===== config.mk =====
export PLATFORM = sky130hd
export DESIGN_NAME = tuple_replace_arbiter
export DESIGN_NICKNAME = d
export VERILOG_FILES = /design/src/rtl/tuple_replace_arbiter.sv
export SDC_FILE = /design/constraint.sdc
export NUM_CORES = 1
export LEC_CHECK = 0
export ABC_AREA = 1
export BUFFER_PORTS_ARGS = -buffer_cell sky130_fd_sc_hd__buf_4
export CAP_MARGIN = 25
export CORE_UTILIZATION = 47
export CTS_CLUSTER_SIZE = 14
export DETAILED_ROUTE_END_ITERATION = 12
export PLACE_DENSITY = 0.75
export SLEW_MARGIN = 20
export SYNTH_ARGS = -nofsm -noshare
export SYNTH_HDL_FRONTEND = slang
export SYNTH_SLANG_ARGS = --single-unit

===== constraint.sdc =====
create_clock -name CLK -period 1.82 [get_ports CLK]
set_input_delay 0.273 -clock CLK [delete_from_list [all_inputs] [get_ports CLK]]
set_output_delay 0.273 -clock CLK [all_outputs]
set_load 0.01 [all_outputs]

===== src/rtl/tuple_replace_arbiter.sv =====
// Shared two-field tuple register with a two-requester replace arbiter (fair on same-field contention).
// Optional `TUPLE_REPLACE_LOCK_EN adds a lock input that freezes all grants and writes.
module tuple_replace_arbiter #(
  parameter int unsigned WIDTH = 8,
  parameter int unsigned INIT0 = 1,
  parameter int unsigned INIT1 = 1
) (
  input  logic             CLK,
  input  logic             ASYNCRESETN,
`ifdef TUPLE_REPLACE_LOCK_EN
  input  logic             lock,
`endif
  input  logic             I0_valid,
  input  logic             I0_idx,
  input  logic [WIDTH-1:0] I0_data,
  output logic             I0_ready,
  input  logic             I1_valid,
  input  logic             I1_idx,
  input  logic [WIDTH-1:0] I1_data,
  output logic             I1_ready,
  output logic [WIDTH-1:0] O__0,
  output logic [WIDTH-1:0] O__1,
  output logic [1:0]       updated
);

  typedef enum logic {
    PRIO_I0 = 1'b0,
    PRIO_I1 = 1'b1
  } prio_e;

  localparam logic [WIDTH-1:0] RST0 = WIDTH'(INIT0);
  localparam logic [WIDTH-1:0] RST1 = WIDTH'(INIT1);

  prio_e            prio_q, prio_nxt;
  logic [WIDTH-1:0] f0_q, f0_nxt;
  logic [WIDTH-1:0] f1_q, f1_nxt;
  logic [1:0]       upd_q, upd_nxt;
  logic             lock_act;
  logic             contested;
  logic             gnt0, gnt1;

`ifdef TUPLE_REPLACE_LOCK_EN
  assign lock_act = lock;
`else
  assign lock_act = 1'b0;
`endif

  // Grants are a pure function of valid/idx/prio; ready never feeds back into valid.
  always_comb begin
    contested = I0_valid & I1_valid & (I0_idx == I1_idx);
    gnt0      = 1'b0;
    gnt1      = 1'b0;
    if (ASYNCRESETN && !lock_act) begin
      if (contested) begin
        gnt0 = (prio_q == PRIO_I0);
        gnt1 = (prio_q == PRIO_I1);
      end else begin
        gnt0 = I0_valid;
        gnt1 = I1_valid;
      end
    end
  end

  assign I0_ready = gnt0;
  assign I1_ready = gnt1;

  // Next-state: field writes, update pulses, and loser-gets-priority on contention.
  always_comb begin
    prio_nxt = prio_q;
    f0_nxt   = f0_q;
    f1_nxt   = f1_q;
    upd_nxt  = 2'b00;
    if (gnt0) begin
      if (I0_idx) f1_nxt = I0_data;
      else        f0_nxt = I0_data;
      upd_nxt[I0_idx] = 1'b1;
    end
    if (gnt1) begin
      if (I1_idx) f1_nxt = I1_data;
      else        f0_nxt = I1_data;
      upd_nxt[I1_idx] = 1'b1;
    end
    if (contested && !lock_act) begin
      prio_nxt = (prio_q == PRIO_I0) ? PRIO_I1 : PRIO_I0;
    end
  end

  always_ff @(posedge CLK or negedge ASYNCRESETN) begin
    if (!ASYNCRESETN) begin
      prio_q <= PRIO_I0;
      f0_q   <= RST0;
      f1_q   <= RST1;
      upd_q  <= 2'b00;
    end else begin
      prio_q <= prio_nxt;
      f0_q   <= f0_nxt;
      f1_q   <= f1_nxt;
      upd_q  <= upd_nxt;
    end
  end

  assign O__0    = f0_q;
  assign O__1    = f1_q;
  assign updated = upd_q;

endmodule

Word level (Yosys, flattened, before mapping) --
Cells that the tools add are included. W data, S select, Z words.
Word-level totals: logic and storage cells 34, register bits after elaboration 19, bits of input ports 22
Operators by class: reductions and logical operators 2, order comparisons 4, equality and inequality tests 1, bitwise operators 4, muxes and demuxes 19
Operators by type and width (count):
- $mux W8 | 8
- $mux W1 | 7
- $lt A1 B2 Y1 const B | 2
- $mux W2 | 2
- $and A1 B1 Y1 | 2
- $demux W1 S1 | 2
- $ge A1 B1 Y1 const B | 2
- $logic_and A1 B1 Y1 | 2
- $or A2 B2 Y2 | 1
- $eq A1 B1 Y1 | 1
- $not A1 Y1 | 1

Depth between registers and ports, before layout --
depth after elaboration 7, mapped depth 9, depth with buffers taken out 8

Worst setup path after synthesis --
No wires, ideal clock.
path type input port to flip-flop, start in I0_idx, end reg f1_q[6] (netlist: O__1[6]), data arrival time 1.039 ns, stages 8, path slack 0.668 ns, path through buf_6 inv_4 nand2_4 nand4_4 nand3_4 or2_1 nand2_1 inv_1
Between the ends: word-level cells in the longest chain between the ends 7
RTL lines:
- start, declared | line 14 | input logic I0_idx,
- $eq A1 B1 Y1 | line 50 | contested = I0_valid & I1_valid & (I0_idx == I1_idx);
- $and A1 B1 Y1 | line 50
- $mux W1 | line 54 | if (contested) begin
- $mux W1 | line 53 | if (ASYNCRESETN && !lock_act) begin
- $mux W8 | line 73 | if (gnt0) begin
- $mux W8 | line 79 | if (I1_idx) f1_nxt = I1_data;
- $mux W8 * | line 78 | if (gnt1) begin
- via f1_nxt[6] | line 36 | logic [WIDTH-1:0] f1_q, f1_nxt;
- end signal, assigned | line 97 | f1_q <= f1_nxt;
- end, declared | line 36
The timed path passes the listed nets; every way through them passes the cells marked *. A chain may end at the register's enable or synchronous reset.

Final worst setup path --
start reg prio_q, end out I0_ready
Between the ends: word-level cells in the longest chain between the ends 3
RTL lines:
- start, declared | line 34 | prio_e prio_q, prio_nxt;
- start signal, assigned | line 95 | prio_q <= prio_nxt;
- $not A1 Y1
- $mux W1 | line 54
- $mux W1 | line 53
- end, declared | line 16 | output logic I0_ready,
Every way passes these cells.

==> impl_metrics.json <==
{
  "crit_slowest_cell": "dfrtp_1",
  "finalMaxSlewViolations": 0,
  "met2_wirelength_mm": 1.39,
  "wl_per_cell_um": 11.6,
  "ctsLongestPathBuffers": 2,
  "cts-root-buf": "clkbuf_4",
  "vias_per_cell": 4.79,
  "globalplace.congestion": 0.832,
  "p_clk_frac": 0.181,
  "r2r-start": "prio_q$_DFFE_PN0N_",
  "initial_core_util": 0.504,
  "power_mw": 1.22,
  "crit_type": "reg2out",
  "cp.buffers_inverters": 2,
  "grt_pass1_vias": 1021,
  "wl_met1_mm": 1.32,
  "layout.nets": 240,
  "critPathArrivalTime_ns": 1.34,
  "wl_met3_um": 121,
  "cpPeakStageDelay_ns": 0.42,
  "synthArstFlopShare": 1.00,
  "wl_mm": 2.87,
  "crit_path_start_kind": "flop",
  "dr.pass1.iters": 4,
  "hpwlAfterDp_mm": 2.18,
  "drc": 0,
  "fin_setup_tns_ns": 0,
  "min-delay-start": "I1_data[5]",
  "grt_max_degree": 20,
  "synthesis.nets": 198,
  "cts_buffers": 3,
  "synth_area_leader_cell": "dfrtp_1",
  "drtIter0Drc": 36,
  "end_kind": "output port",
  "dr.max_layer_used": "met4",
  "grt.overflow.total": 0,
  "cp.required_ns": 1.55,
  "setup_viol": 0,
  "ys.flop_type": "dfrtp_1",
  "clock_latency_ns": 0.30,
  "fp.dieH_um": 54.0,
  "yosys-top-cells-count": "nand2_1 (60), inv_1 (30), nor2_1 (18)",
  "p_int_mw": 0.806,
  "synth_area_sq_um": 1270,
  "hold_slack_ns": 0.178,
  "antenna_left": 0,
  "period_needed_ns": 1.61,
  "fin_skew_ns": 0.00496,
  "hold_path.class": "in2reg",
  "avgSynthCellArea_sq_um": 7.22,
  "vias": 1182,
  "fill_cells": 242,
  "drv_cap": 0,
  "critPathMaxFanout": 14,
  "power_frac_seq": 0.456,
  "finalHoldViolCount": 0,
  "synth_most_common_cell": "nand2_1",
  "yosysTopAreaCellShare": 0.335,
  "synth_cells": 176,
  "critPathTopFamily": "flip-flops",
  "io_buffers": 41,
  "drive_above_1_share": 0.332,
  "status": "completed",
  "peakVddDrop_mv": 0.508,
  "cts.sinks": 19,
  "die_area_sq_um": 2920,
  "placeableCoreArea_sq_um": 2520,
  "combPwrFrac": 0.363,
  "worst_slew_margin_rel": 0.705,
  "num_rows": 18,
  "synth_edf_count": 0,
  "ys_types": 18,
  "power.switching_mw": 0.412,
  "cts_tree": "yes",
  "p_per_area_nw_per_um2": 761,
  "ys_seq_area_frac": 0.376,
  "p_leak_nw": 0.954,
  "antenna_found_initial": 0,
  "crit_start": "prio_q$_DFFE_PN0N_",
  "htree_levels": 1,
  "io_pins": 42,
  "area_growth_pct": 26.0,
  "path_cells": "nand4_4 > nand2_1 > inv_2 > buf_4",
  "fp.dieW_um": 54.0,
  "grtUsageTotal": 0.220,
  "ys_ff_latch": 19,
  "tightestPinTransition_ns": 0.442,
  "clk_pin_slew_ns": 0.11,
  "grt_first_pass_wirelength_mm": 4.53,
  "post_cts_resized": 0,
  "yosysWarnings": 0,
  "diodes": 0,
  "swShare": 0.338,
  "synthTopCellsByArea": "dfrtp_1 (33%), nand2_1 (18%), inv_1 (8.9%)",
  "rsz0062_at_grt": "no",
  "max_freq_mhz": 621,
  "fin_crit_sh": 0.884
}
[area by class of cell]
class / instances / area (sq um) / area share
multi-input combinational: 116 / 601 / 0.375
sequential: 19 / 478 / 0.298
timing repair buffer: 43 / 325 / 0.203
inverter: 35 / 134 / 0.0836
tap: 30 / 37.5 / 0.0234
clock buffer: 4 / 26.3 / 0.0164
[flip-flops by register name, summed over array words and instances, names as in the netlist]
signal / count
O__0: 8
updated: 2
prio_q: 1
O__1: 8
[final timing paths]
kind                       slack (ns)  cells after the start                end
max in group asynchronous        1.06                      3  O__1[0]$_DFF_PN1_
min reg2reg                      0.51                      2  O__1[0]$_DFF_PN1_
max                              0.21                      4           I0_ready
max reg2reg                      0.53                      6  O__0[1]$_DFF_PN0_
min in group asynchronous        0.49                      3  O__1[7]$_DFF_PN0_
min                              0.18                      3  O__0[5]$_DFF_PN0_
[metal layers]
layer	vias to the layer above	global-route usage
met4	0	0.0769
met1	535	0.291
met2	31	0.360
li1	611	-
met5	-	0
met3	5	0.0339
[layout by cell type (no fill, tap or decap)]
cell / instances
a21oi_2: 10
buf_4: 42
clkbuf_1: 1
clkbuf_4: 3
dfrtp_1: 17
dfstp_2: 2
dlygate4sd3_1: 1
inv_1: 30
inv_2: 4
inv_4: 1
nand2_1: 60
nand2_2: 1
nand2_4: 2
nand3_1: 17
nand3_2: 4
nand3_4: 1
nand4_4: 2
nor2_1: 18
or2_1: 1
[metrics by stage]
step / instances / utilization / cell area, sq um / setup slack [ns]
after floorplan: 176 / - / 1270 / 0.668
final: 247 / 0.635 / 1600 / 0.210
after global routing: 247 / 0.635 / 1600 / 0.129
after detailed placement: 242 / 0.621 / 1570 / 0.295
after CTS: 247 / 0.635 / 1600 / 0.200
after global placement: 242 / 0.621 / 1570 / 0.341
[tightest hold or removal path, stage by stage]
cell and delay, ns:
buf_4 0.08, nand2_1 0.04, nand2_1 0.05
[cell families after synthesis]
family	Yosys count	share of synthesized area
simple gates	106	0.404
buf+inv	41	0.152
flops	19	0.376
compound gates	10	0.0689
[power by group through the flow]
stage                     Sequential [mW]  Clock (mW)  Combinational, mW
final                               0.556       0.220              0.442
after global routing                0.567       0.244              0.493
after CTS                           0.557       0.229              0.446
after detailed placement            0.566           0              0.442
after global placement              0.559           0              0.437
after floorplan                     0.596           0              0.213
[timing repair]
action                                  4_1_cts  5_1_grt
hold endpoints to repair                     17        0
hold buffers                                  1        0
setup buffers                                 0        0
endpoints found under the setup margin        0        0
No activity file was read; power rests on OpenSTA's default activity.
